==> src/rtl/cp0_intc.sv <==
// Coprocessor-0 register file and interrupt controller for the multi-cycle MIPS core:
// synchronised level/edge interrupt lines, SR/Cause/EPC/PRId and a single request to the controller.
module cp0_intc #(
    parameter int                   NUM_HWINT   = 6,
    parameter logic [NUM_HWINT-1:0] EDGE_MASK   = '0,
    parameter int                   SYNC_STAGES = 2,
    parameter logic [31:0]          PRID        = 32'h0000_0001
) (
    input  logic                 clk,
    input  logic                 rst,
    input  logic [NUM_HWINT-1:0] hwint,
    input  logic                 exc_ov,
    input  logic                 take,
    input  logic [31:0]          epc_in,
    input  logic                 we,
    input  logic [4:0]           sel,
    input  logic [31:0]          wdata,
    input  logic                 eret,
    output logic [31:0]          rdata,
    output logic                 int_req,
    output logic [4:0]           exc_code,
    output logic [31:0]          epc_out
);

    localparam logic [4:0] SEL_SR    = 5'd12;
    localparam logic [4:0] SEL_CAUSE = 5'd13;
    localparam logic [4:0] SEL_EPC   = 5'd14;
    localparam logic [4:0] SEL_PRID  = 5'd15;
    localparam logic [4:0] CODE_OV   = 5'd12;
    localparam logic [4:0] CODE_INT  = 5'd0;

    logic [NUM_HWINT-1:0] s;
    logic [NUM_HWINT-1:0] sp;
    logic [NUM_HWINT-1:0] ip;
    logic [NUM_HWINT-1:0] ip_next;
    logic [NUM_HWINT-1:0] im;
    logic                 ie;
    logic                 exl;
    logic [4:0]           exc_q;
    logic [29:0]          epc_q;
    logic                 sw_write;
    logic                 wr_sr;
    logic                 wr_cause;
    logic                 wr_epc;
    logic                 pend;
    logic                 unused_epc_lsb;

    // An mtc0 coinciding with take is dropped entirely, including edge-IP clears.
    assign sw_write       = we & ~take;
    assign wr_sr          = sw_write & (sel == SEL_SR);
    assign wr_cause       = sw_write & (sel == SEL_CAUSE);
    assign wr_epc         = sw_write & (sel == SEL_EPC);
    assign unused_epc_lsb = ^epc_in[1:0];

    generate
        if (SYNC_STAGES == 0) begin : g_nosync
            assign s = hwint;
        end else begin : g_sync
            logic [NUM_HWINT-1:0] chain [SYNC_STAGES];

            always_ff @(posedge clk or negedge rst) begin
                if (!rst) begin
                    for (int j = 0; j < SYNC_STAGES; j++) chain[j] <= '0;
                end else begin
                    chain[0] <= hwint;
                    for (int j = 1; j < SYNC_STAGES; j++) chain[j] <= chain[j-1];
                end
            end

            assign s = chain[SYNC_STAGES-1];
        end
    endgenerate

    // Edge bits: a new rising edge beats a same-cycle software clear.
    always_comb begin
        ip_next = '0;
        for (int i = 0; i < NUM_HWINT; i++) begin
            if (EDGE_MASK[i]) begin
                ip_next[i] = (s[i] & ~sp[i]) | (ip[i] & ~(wr_cause & ~wdata[10+i]));
            end else begin
                ip_next[i] = s[i];
            end
        end
    end

    always_ff @(posedge clk or negedge rst) begin
        if (!rst) begin
            sp <= '0;
            ip <= '0;
        end else begin
            sp <= s;
            ip <= ip_next;
        end
    end

    always_ff @(posedge clk or negedge rst) begin
        if (!rst) begin
            im    <= '0;
            ie    <= 1'b0;
            exl   <= 1'b0;
            exc_q <= '0;
            epc_q <= '0;
        end else if (take) begin
            exl   <= 1'b1;
            exc_q <= exc_code;
            epc_q <= epc_in[31:2];
        end else begin
            if (wr_sr) begin
                im  <= wdata[9+NUM_HWINT:10];
                exl <= wdata[1];
                ie  <= wdata[0];
            end else if (eret) begin
                exl <= 1'b0;
            end
            if (wr_epc) begin
                epc_q <= wdata[31:2];
            end
        end
    end

    assign pend     = (|(ip & im)) & ie & ~exl;
    assign int_req  = exc_ov | pend;
    assign exc_code = exc_ov ? CODE_OV : CODE_INT;
    assign epc_out  = {epc_q, 2'b00};

    always_comb begin
        rdata = '0;
        case (sel)
            SEL_SR: begin
                rdata[9+NUM_HWINT:10] = im;
                rdata[1]              = exl;
                rdata[0]              = ie;
            end
            SEL_CAUSE: begin
                rdata[9+NUM_HWINT:10] = ip;
                rdata[6:2]            = exc_q;
            end
            SEL_EPC:  rdata = {epc_q, 2'b00};
            SEL_PRID: rdata = PRID;
            default:  rdata = '0;
        endcase
    end

endmodule
==> config.mk <==
export PLATFORM = sky130hd
export DESIGN_NAME = cp0_intc
export DESIGN_NICKNAME = d
export VERILOG_FILES = /design/src/rtl/cp0_intc.sv
export SDC_FILE = /design/constraint.sdc
export NUM_CORES = 1
export LEC_CHECK = 0
export BUFFER_PORTS_ARGS = -buffer_cell sky130_fd_sc_hd__buf_2
export CORE_UTILIZATION = 30
export CTS_CLUSTER_SIZE = 20
export DETAILED_ROUTE_END_ITERATION = 10
export GPL_TIMING_DRIVEN = 0
export PLACE_DENSITY_LB_ADDON = 0.2
export SYNTH_ARGS = -nofsm -noshare
export SYNTH_HDL_FRONTEND = slang
export SYNTH_SLANG_ARGS = --single-unit
==> constraint.sdc <==
create_clock -name clk -period 0.83 [get_ports clk]
set_input_delay 0.083 -clock clk [delete_from_list [all_inputs] [get_ports clk]]
set_output_delay 0.083 -clock clk [all_outputs]
set_load 0.01 [all_outputs]
### Word level (Yosys, flattened, before mapping)

Cells that the tools add are included.
W data, S select, Z words.

* flip-flop bits (word level): 61
* input port bits: 81

* mux-type cells: 11
* equal/unequal tests: 4
* reductions and logical operators: 4
* bitwise gates (word level): 9

Operators by type and width (number)
* $mux W30: 2
* $eq A5 B4 Y1 const B: 4
* $pmux W6 S3: 1
* $mux W16: 1
* $pmux W5 S2: 1
* $and A6 B6 Y6: 1
* $reduce_or A6 Y1: 1
* $and A1 B1 Y1: 5
* $mux W4: 1
* $pmux W2 S2: 1
* $mux W1: 3
* $mux W3: 1
* $reduce_bool A3 Y1: 1
* $not A1 Y1: 2
* $reduce_and A2 Y1: 1
* $reduce_bool A2 Y1: 1
* $or A1 B1 Y1: 1

### Longest topological paths before layout

Gate-level depths: netlist (run 1).

* depth after elaboration: 5
* gate-level depth with buffers: 5

### Worst setup path after synthesis (run 1)

OpenSTA, ideal clock, no wires.

* path type: flip-flop to output port
* start: reg epc_q[8]
* end: out rdata[10]
* buffers on the path: 0
* stages on the path, launching flop included: 4
* path slack: -190 ps
* arrival time: 937 ps
* cells stage by stage: dfrtp_1 > mux2i_1 > or2_2 > a21oi_1

* cells in the longest elaborated chain, start to end: 1

RTL lines
* from (decl): line 40 `logic [29:0] epc_q;`
* from (signal assigned): line 106 `epc_q <= epc_in[31:2];`
* from (signal assigned): line 116 `epc_q <= wdata[31:2];`
* $pmux W6 S3: line 128 `case (sel)`
* to (decl): line 19 `output logic [31:0] rdata,`

No other way between the ends.

### Final worst setup path (run 1)

* start: reg im[2]
* end: out rdata[12]

* cells in the longest elaborated chain, start to end: 1

RTL lines
* from (decl): line 36 `logic [NUM_HWINT-1:0] im;`
* from (signal assigned): line 109 `im <= wdata[9+NUM_HWINT:10];`
* $pmux W6 S3: line 128

No other way between the ends.

==> impl_metrics.json, run 1 <==
{
  "cts_buffer_depth": 2,
  "leakage_nw": 2.26,
  "synth.cell_area_um2": 2860,
  "synthCells": 291,
  "fin_nets": 575,
  "start_util_pct": 30.9,
  "hp-class": "primary input to async pin",
  "top_layer_used": "met4",
  "multi_input_area_um2": 1400,
  "diodes": 0,
  "worstReg2RegEnd": "exl$_DFFE_PN0P_",
  "wl_met3_um": 495,
  "grt_pass1_wl_mm": 14.4,
  "grt_usage_pct": 19.0,
  "r2r_cells": 3,
  "dp_hpwl_mm": 6.40,
  "tns_ns": -15.32,
  "setup_violations": 71,
  "die_h_um": 99.6,
  "grt_remaining_overflow": 0,
  "max_slew_margin_pct": 50.4,
  "stdcell_count": 628,
  "synth_cell_type_count": 29,
  "ys_warn_count": 0,
  "grt_pass1_vias": 2746,
  "ys_seq_area_share_pct": 49.9,
  "ant_nets": 0,
  "numCtsBuffers": 9,
  "setup_ws_ns": -0.562,
  "cp.arrival_ns": 1.31,
  "grt_antenna_before_repair": 0,
  "boundaryPins": 151,
  "tightest_slew_ns": 0.745,
  "slew_viol_final": 0,
  "cts_root_buffer": "clkbuf_8",
  "ys_top_cells_by_count": "dfrtp_1 (57), a21oi_1 (40), a31oi_1 (31), nor2b_1 (31), o21ai_0 (30)",
  "critPathKind": "flip-flop to output pin",
  "wirelength_mm": 9.31,
  "violations": "hold timing, setup timing",
  "drv_cap": 0,
  "hold_viol": 57,
  "synth_flop_cell": "dfrtp_1",
  "ys_ff_latch": 57,
  "clk-insertion-delay-late_ns": 0.33,
  "synth_edf_count": 0,
  "reg2reg_slack_ns": -0.13,
  "area_growth_pct": 64.3,
  "final_core_util_pct": 50.8,
  "cts_tree": "done",
  "avgSynthCellArea_um2": 9.82,
  "drtIter0Drc": 63,
  "synth_top_area_share_pct": 49.9,
  "core_area_um2": 9240,
  "wl_per_cell_um": 14.8,
  "die_x_um": 99.6,
  "h-tree-depth": 3,
  "cts_num_sinks": 57,
  "dp.cells": 566,
  "clock_skew_ns": 0.000690,
  "path_clk_slew_ns": 0.08,
  "dr_wl_met2_mm": 4.47,
  "fin_crit_ns": 1.39,
  "grt_max_degree": 58,
  "avgViaCountPerCell": 4.65,
  "required_ns": 0.75,
  "fmax_ghz": 0.719,
  "ir_drop_uv": 938,
  "status": "complete, but fails checks",
  "fin_crit_sh_pct": 168,
  "drc": 0,
  "synthArstFlopShare_pct": 100,
  "synth_top_area_cell": "dfrtp_1",
  "n_fill_cell": 893,
  "crit_path_start_kind": "flip-flop",
  "die_area_um2": 9920,
  "drt_first_pass_iters": 4,
  "crit_path_end_kind": "output pin",
  "vias": 2922,
  "powerDensity_nw_per_um2": 1580,
  "fin_hold_ws_ns": -0.188,
  "synth_area_leaders": "dfrtp_1 (50%), a21oi_1 (7.0%), a31oi_1 (6.8%)",
  "post-synth-top-count-cell": "dfrtp_1",
  "regArea_um2": 1430,
  "r2r_start": "exl$_DFFE_PN0P_",
  "wl_met1_mm": 4.27,
  "gp_congestion": 0.728,
  "port_buffers": 142,
  "rows": 35,
  "drive_gt1_share_pct": 47.9,
  "path_max_fanout": 3,
  "rsz0062_at_grt": "yes"
}
## critical path: stages, from the launching register on
cell,delay [ns]
dfrtp_1,0.41
mux2i_1,0.09
or2_4,0.24
a21oi_4,0.11
buf_2,0.13
## how the worst max path moves through the flow
| stage | startpoint | endpoint | slack (ns) | cells after the start |
|---|---|---|---|---|
| after floorplan | sel[4] | ie$_DFFE_PN0P_ | -0.18 | 4 |
| after global placement | sel[4] | rdata[8] | -0.45 | 6 |
| after detailed placement | sel[0] | rdata[8] | -0.46 | 6 |
| after CTS | im[2]$_DFFE_PN0P_ | rdata[12] | -0.60 | 4 |
| after global routing | ip[0]$_DFF_PN0_ | int_req | -0.63 | 3 |
| final | im[2]$_DFFE_PN0P_ | rdata[12] | -0.56 | 4 |
## timing repair
item	CTS	global route
buffers inserted	8	5
hold endpoints to repair	87	61
pin swaps	14	11
gates resized for setup	31	47
setup endpoints to repair	143	101
hold buffers	30	4
## power by group
| group | switching, mW | internal (mW) |
|---|---|---|
| clock network | 1.26 | 1.42 |
| logic | 0.725 | 0.848 |
| registers | 0.163 | 3.01 |
## area by class of cell
type | count | area share (%)
multi-input combinational | 204 | 29.9
clock inverter | 7 | 1.68
inverter | 1 | 0.0800
buffer | 33 | 5.52
sequential | 57 | 30.4
tap | 129 | 3.44
clock buffer | 9 | 2.64
timing repair buffer | 188 | 26.4
## routing by layer
layer,vias to the layer above,track usage (%)
li1,1419,-
met1,1394,25.7
met2,103,30.3
met3,6,4.71
met4,0,5.09
met5,-,0
## cell usage in the layout, fill, tap and decap left out, drive strengths merged, types with 6 or more instances in the layout
| cell type | instances |
|---|---|
| dfrtp | 57 |
| clkbuf | 20 |
| mux2i | 6 |
| dlygate4sd3 | 34 |
| a21oi | 40 |
| and2 | 22 |
| or2 | 6 |
| nor2b | 31 |
| a31oi | 31 |
| o21ai | 30 |
| nand2 | 11 |
| mux2 | 8 |
| buf | 176 |
## cells by family (layout without fill, tap and decap cells)
group,after synthesis,after routing,share of synthesized area (%)
buffers and inverters,34,238,6.04
multiplexers,14,14,6.18
other,1,5,0.131
AND/OR/NAND/NOR,79,79,17.2
flip-flops,57,57,49.9
AO/OA/AOI/OAI,106,106,20.5
## flip-flops by register name, indices dropped and copies added, names as in the netlist
| signal | count |
|---|---|
| ip_next | 6 |
| epc_q | 30 |
| exl | 1 |
| exc_q | 1 |
| ip | 6 |
| ie | 1 |
| im | 6 |
| g_sync.chain | 6 |
## per-stage QoR
| step | setup slack [ns] | power (mW) | area (um2) |
|---|---|---|---|
| 3_5_place_dp | -0.457 | 4.47 | 3840 |
| 5_1_grt | -0.631 | 7.83 | 4690 |
| 4_1_cts | -0.597 | 7.39 | 4520 |
| 3_3_place_gp | -0.451 | 4.45 | 3840 |
| 2_1_floorplan | -0.183 | 3.87 | 2970 |
| 6_report | -0.562 | 7.42 | 4690 |
No activity file was read; power rests on OpenSTA's default activity.
==> inputs of run 2 (changes only) <==
clock period = 1.35 ns   (was 0.83 ns; I/O delays follow)
==> impl_metrics.json, run 2 (same netlist as run 1, synthesis figures left out) <==
{
  "top_register": "epc_q",
  "use_met1_pct": 24.5,
  "drtIter0Drc": 83,
  "area_growth_pct": 47.3,
  "vias": 2817,
  "required_ns": 1.22,
  "die_area_um2": 9920,
  "cts_tree": "done",
  "clk-insertion-delay-late_ns": 0.34,
  "violations": "setup timing",
  "core_area_um2": 9240,
  "grt_pass1_wl_mm": 14.0,
  "hold_path_startpoint": "wdata[0]",
  "gr-usage-met3_pct": 4.92,
  "status": "complete, but fails checks",
  "drc": 0,
  "leakage_nw": 2.06,
  "cts_root_buffer": "clkbuf_8",
  "ant_nets": 0,
  "reg2reg_slack_ns": 0.34,
  "fin_crit_sh_pct": 107,
  "drive_gt1_share_pct": 46.0,
  "use_met2_pct": 30.8,
  "grt_usage_pct": 18.8,
  "hp-class": "primary input to flip-flop",
  "numCtsBuffers": 9,
  "worst_path_dominant_cell_family": "flip-flops",
  "powerDensity_nw_per_um2": 1100,
  "wl_per_cell_um": 15.0,
  "path_max_fanout": 3,
  "crit_chain": "mux2i_1 -> or2_4 -> a21oi_2 -> buf_2",
  "regArea_um2": 1430,
  "power.switching_mw": 1.28,
  "comb_power_share_pct": 18.1,
  "fin_crit_ns": 1.44,
  "fin_nets": 548,
  "r2r_start": "im[4]$_DFFE_PN0P_",
  "start_util_pct": 30.9,
  "critPathKind": "flip-flop to output pin",
  "cts_num_sinks": 57,
  "path_clk_slew_ns": 0.07,
  "ir_drop_uv": 624,
  "layout_common_cells": "buf_2 (145), dfrtp_1 (57), a21oi_1 (34)",
  "die_x_um": 99.6,
  "fin_hold_ws_ns": 0.0329,
  "max_slew_margin_pct": 50.9,
  "n_fill_cell": 936,
  "dp_hpwl_mm": 6.32,
  "drv_cap": 0,
  "drt_first_pass_iters": 6,
  "hold_viol": 0,
  "cp.arrival_ns": 1.31,
  "crit_path_end_kind": "output pin",
  "boundaryPins": 151,
  "internal_power_mw": 3.33,
  "fmax_ghz": 0.692,
  "setup_violations": 7,
  "clkPwrFrac_pct": 39.7,
  "wirelength_mm": 9.03,
  "r2r_cells": 3,
  "critPathSlowestCell": "dfrtp_1",
  "h-tree-depth": 3,
  "diodes": 0,
  "whs_endpoint": "ie$_DFFE_PN0P_",
  "grt_busiest_layer": "met2",
  "setup_ws_ns": -0.0947,
  "slew_viol_final": 0,
  "switching_share_pct": 27.8,
  "final_core_util_pct": 45.5,
  "tightest_slew_ns": 0.737,
  "rows": 35,
  "layout_commonest_cell": "buf_2",
  "grt_max_degree": 58,
  "rsz0062_at_grt": "yes",
  "grt_antenna_before_repair": 0,
  "avgViaCountPerCell": 4.69,
  "holdPathStages": 2,
  "clock_skew_ns": 0.00430,
  "gp_congestion": 0.754,
  "die_h_um": 99.6,
  "grt_remaining_overflow": 0,
  "cts_buffer_depth": 2,
  "cpPeakStageDelay_ns": 0.38,
  "port_buffers": 142,
  "multi_input_area_um2": 1330,
  "worstReg2RegEnd": "im[4]$_DFFE_PN0P_",
  "largest_reg_flops": 30,
  "crit_path_start_kind": "flip-flop",
  "cp_num_buf_inv": 1,
  "grt_pass1_vias": 2645,
  "seq_power_share_pct": 42.1
}
## run 2: cell types whose count changed in the layout (fill, tap and decap cells not counted), sizes merged
cell	previous run	this run
dlygate4sd3	34	7
buf	176	169
clkbuf	20	27
clkinv	4	2
bufinv	1	2
clkinvlp	0	1
## run 2: cell type report
type / count / share of cell area [%]
repair buffers: 161 / 20.8
inverters: 1 / 0.0892
clock inverters: 7 / 2.44
plain buffers: 33 / 4.46
multi-input cells: 204 / 31.6
well taps: 129 / 3.84
clock buffers: 9 / 2.94
flip-flops and latches: 57 / 33.9
## run 2: what timing repair did
| action | in CTS | in global routing |
|---|---|---|
| endpoints found under the hold margin | 6 | 57 |
| hold buffers | 6 | 1 |
| endpoints found under the setup margin | 29 | 30 |
| pin swaps | 6 | 6 |
| setup buffers | 9 | 3 |
| gates resized for setup | 20 | 7 |
## run 2: metal layers
layer / vias up / wire, um
li1: 1362 / -
met1: 1349 / 4040
met2: 101 / 4320
met3: 5 / 579
met4: 0 / 85
met5: - / 0
## run 2: power by group through the flow
| stage | Combinational (mW) | Sequential (mW) | Clock (mW) |
|---|---|---|---|
| final | 0.837 | 1.94 | 1.83 |
| after global routing | 0.926 | 1.96 | 1.97 |
| after CTS | 0.820 | 1.94 | 1.90 |
| after detailed placement | 0.734 | 1.98 | 0 |
| after global placement | 0.725 | 1.97 | 0 |
| after floorplan | 0.349 | 2.00 | 0 |
## run 2: worst max-delay path by stage
stage                          from         to  cells after the start
5_1_grt           im[1]$_DFFE_PN0P_  rdata[11]                      4
2_1_floorplan  epc_q[8]$_DFFE_PN0P_  rdata[10]                      3
3_3_place_gp                 sel[0]  rdata[30]                      6
3_5_place_dp                 sel[0]  rdata[29]                      6
4_1_cts           im[0]$_DFFE_PN0P_  rdata[10]                      4
6_report          im[4]$_DFFE_PN0P_  rdata[14]                      4
## run 2: per-stage QoR
step | setup slack, ns | power, mW | cell area [um2] | instances | TNS (ns)
6_report | -0.0947 | 4.61 | 4210 | 601 | -0.534
2_1_floorplan | 0.278 | 2.35 | 2870 | 295 | 0
3_3_place_gp | -0.266 | 2.70 | 3740 | 566 | -5.12
4_1_cts | -0.119 | 4.66 | 4160 | 597 | -0.766
5_1_grt | -0.160 | 4.86 | 4210 | 601 | -1.87
3_5_place_dp | -0.272 | 2.71 | 3740 | 566 | -5.27
==> inputs of run 3 (changes only) <==
--- a/config.mk
+++ b/config.mk
@@ -7,5 +7,5 @@
 export LEC_CHECK = 0
 export BUFFER_PORTS_ARGS = -buffer_cell sky130_fd_sc_hd__buf_2
-export CORE_UTILIZATION = 30
+export CORE_UTILIZATION = 45
 export CTS_CLUSTER_SIZE = 20
 export DETAILED_ROUTE_END_ITERATION = 10
==> constraint.sdc (replaced) <==
create_clock -name clk -period 1.35 [get_ports clk]
set_input_delay 0 -clock clk [delete_from_list [all_inputs] [get_ports clk]]
set_output_delay 0 -clock clk [all_outputs]
set_load 0.01 [all_outputs]
==> impl_metrics.json, run 3 (same netlist as run 1, synthesis figures left out) <==
{
  "core_area_um2": 6030,
  "final_core_util_pct": 78.6,
  "wirelength_mm": 9.42,
  "rows": 28,
  "crit_end": "rdata[13]",
  "status": "finished clean",
  "setup_violations": 0,
  "boundaryPins": 151,
  "tightest_slew_ns": 0.703,
  "top_register": "epc_q",
  "stdcell_count": 605,
  "rsz0062_at_grt": "yes",
  "die_x_um": 81.7,
  "fmax_ghz": 0.753,
  "critPathKind": "flip-flop to output pin",
  "clock_skew_ns": 0.00512,
  "slew_viol_final": 0,
  "crit_path_end_kind": "output pin",
  "wl_per_cell_um": 15.6,
  "ir_drop_uv": 813,
  "path_clk_slew_ns": 0.07,
  "drv_cap": 0,
  "h-tree-depth": 3,
  "n_fill_cell": 419,
  "dp.cells": 512,
  "diodes": 0,
  "drc": 0,
  "r2r_start": "epc_q[6]$_DFFE_PN0P_",
  "start_util_pct": 47.4,
  "grt_pass1_vias": 3087,
  "gp_congestion": 0.777,
  "cp.arrival_ns": 1.33,
  "cts_num_sinks": 57,
  "grt_antenna_before_repair": 0,
  "area_growth_pct": 65.8,
  "reg2reg_slack_ns": 0.08,
  "max_slew_margin_pct": 53.1,
  "cts_root_buffer": "clkbuf_8",
  "ant_nets": 0,
  "clk-insertion-delay-late_ns": 0.34,
  "cts_tree": "done",
  "required_ns": 1.35,
  "vias": 3152,
  "die_h_um": 81.7,
  "grt_pass1_wl_mm": 14.6,
  "numCtsBuffers": 9,
  "finalPower_mw": 4.92,
  "fin_crit_sh_pct": 98.3,
  "die_area_um2": 6670,
  "path_max_fanout": 3,
  "drive_gt1_share_pct": 40.2,
  "fin_nets": 606,
  "grt_usage_pct": 29.8,
  "dp_hpwl_mm": 5.68,
  "worstSetupStartpoint": "im[3]$_DFFE_PN0P_",
  "largest_reg_flops": 30,
  "hold_viol": 0,
  "grt_max_degree": 58,
  "worstReg2RegEnd": "epc_q[6]$_DFFE_PN0P_",
  "r2r_cells": 3,
  "grt_remaining_overflow": 0,
  "leakage_nw": 2.31,
  "avgViaCountPerCell": 5.21,
  "drtIter0Drc": 178,
  "cts_buffer_depth": 2,
  "layout_commonest_cell": "buf_2",
  "drt_first_pass_iters": 4,
  "hp-class": "primary input to flip-flop",
  "powerDensity_nw_per_um2": 1040,
  "port_buffers": 142,
  "crit_path_start_kind": "flip-flop",
  "layout_common_cells": "buf_2 (142), dlygate4sd3_1 (70), dfrtp_1 (57)",
  "fin_crit_ns": 1.33
}
run 3: cell types whose count changed in the layout (fill, tap and decap cells not counted), moves of 2 or more:
cell | previous run | this run
clkinv_4 | 2 | 0
inv_6 | 2 | 0
clkbuf_2 | 2 | 11
a21oi_1 | 34 | 36
or2_4 | 6 | 3
a21oi_2 | 6 | 4
buf_2 | 145 | 142
clkbuf_4 | 3 | 5
clkbuf_1 | 13 | 7
or2_2 | 0 | 3
buf_4 | 23 | 18
dlygate4sd3_1 | 7 | 70
run 3: worst min-delay path by stage:
stage | startpoint | to | slack (ns) | cells past startpoint
6_report | wdata[27] | epc_q[25]$_DFFE_PN0P_ | 0.03 | 3
5_1_grt | wdata[27] | epc_q[25]$_DFFE_PN0P_ | 0.04 | 3
4_1_cts | wdata[4] | epc_q[2]$_DFFE_PN0P_ | 0.0003 | 3
3_5_place_dp | hwint[5] | g_sync.chain[11]$_DFF_PN0_ | 0.11 | 1
3_3_place_gp | hwint[4] | g_sync.chain[10]$_DFF_PN0_ | 0.11 | 1
2_1_floorplan | rst | epc_q[0]$_DFFE_PN0P_ | -0.30 | 0
run 3: per-stage QoR:
stage                     area (um2)  setup TNS, ns  hold slack [ns]  worst slack (ns)
after floorplan                 2870              0           -0.296             0.413
after global placement          3680              0            0.108            0.0960
after detailed placement        3680              0            0.109            0.0531
after CTS                       4640              0         0.000254           0.00127
after global routing            4740         -0.243           0.0443           -0.0523
final                           4740              0           0.0267            0.0224
run 3: where the power goes:
part           internal [mW]  total [mW]  switching, mW
Combinational          0.552       0.993          0.441
Clock                   1.27        1.98          0.705
Sequential              1.85        1.95         0.0957
run 3: metal layers:
metal | global-route usage [%] | wire length, um | part of all wire [%]
met4 | 16.5 | 231 | 2.5
met3 | 6.33 | 661 | 7.0
met5 | 0 | 0 | 0
met1 | 36.0 | 3710 | 39
met2 | 49.3 | 4820 | 51
run 3: layout make-up:
| cell class | count | area, um2 | share of cell area, % |
|---|---|---|---|
| multi-input cells | 204 | 1310 | 27.6 |
| clock inverters | 5 | 103 | 2.17 |
| repair buffers | 219 | 1470 | 31.0 |
| flip-flops and latches | 57 | 1430 | 30.1 |
| plain buffers | 33 | 195 | 4.12 |
| clock buffers | 11 | 141 | 2.98 |
| inverters | 1 | 3.75 | 0.0792 |
| well taps | 75 | 93.8 | 1.98 |
run 3: repair_timing:
action                                 in CTS  in global routing
endpoints found under the hold margin     102                  1
buffers inserted                            2                  5
setup endpoints to repair                   2                 50
hold buffers                               69                  1
pin swaps                                   0                  2
resized for setup                           3                 33
run 3: worst max-delay path, cell delays in order, from the launching register on:
cell and delay, ns:
dfrtp_1 0.38, mux2i_1 0.07, or2_2 0.27, a21oi_1 0.13, buf_2 0.15
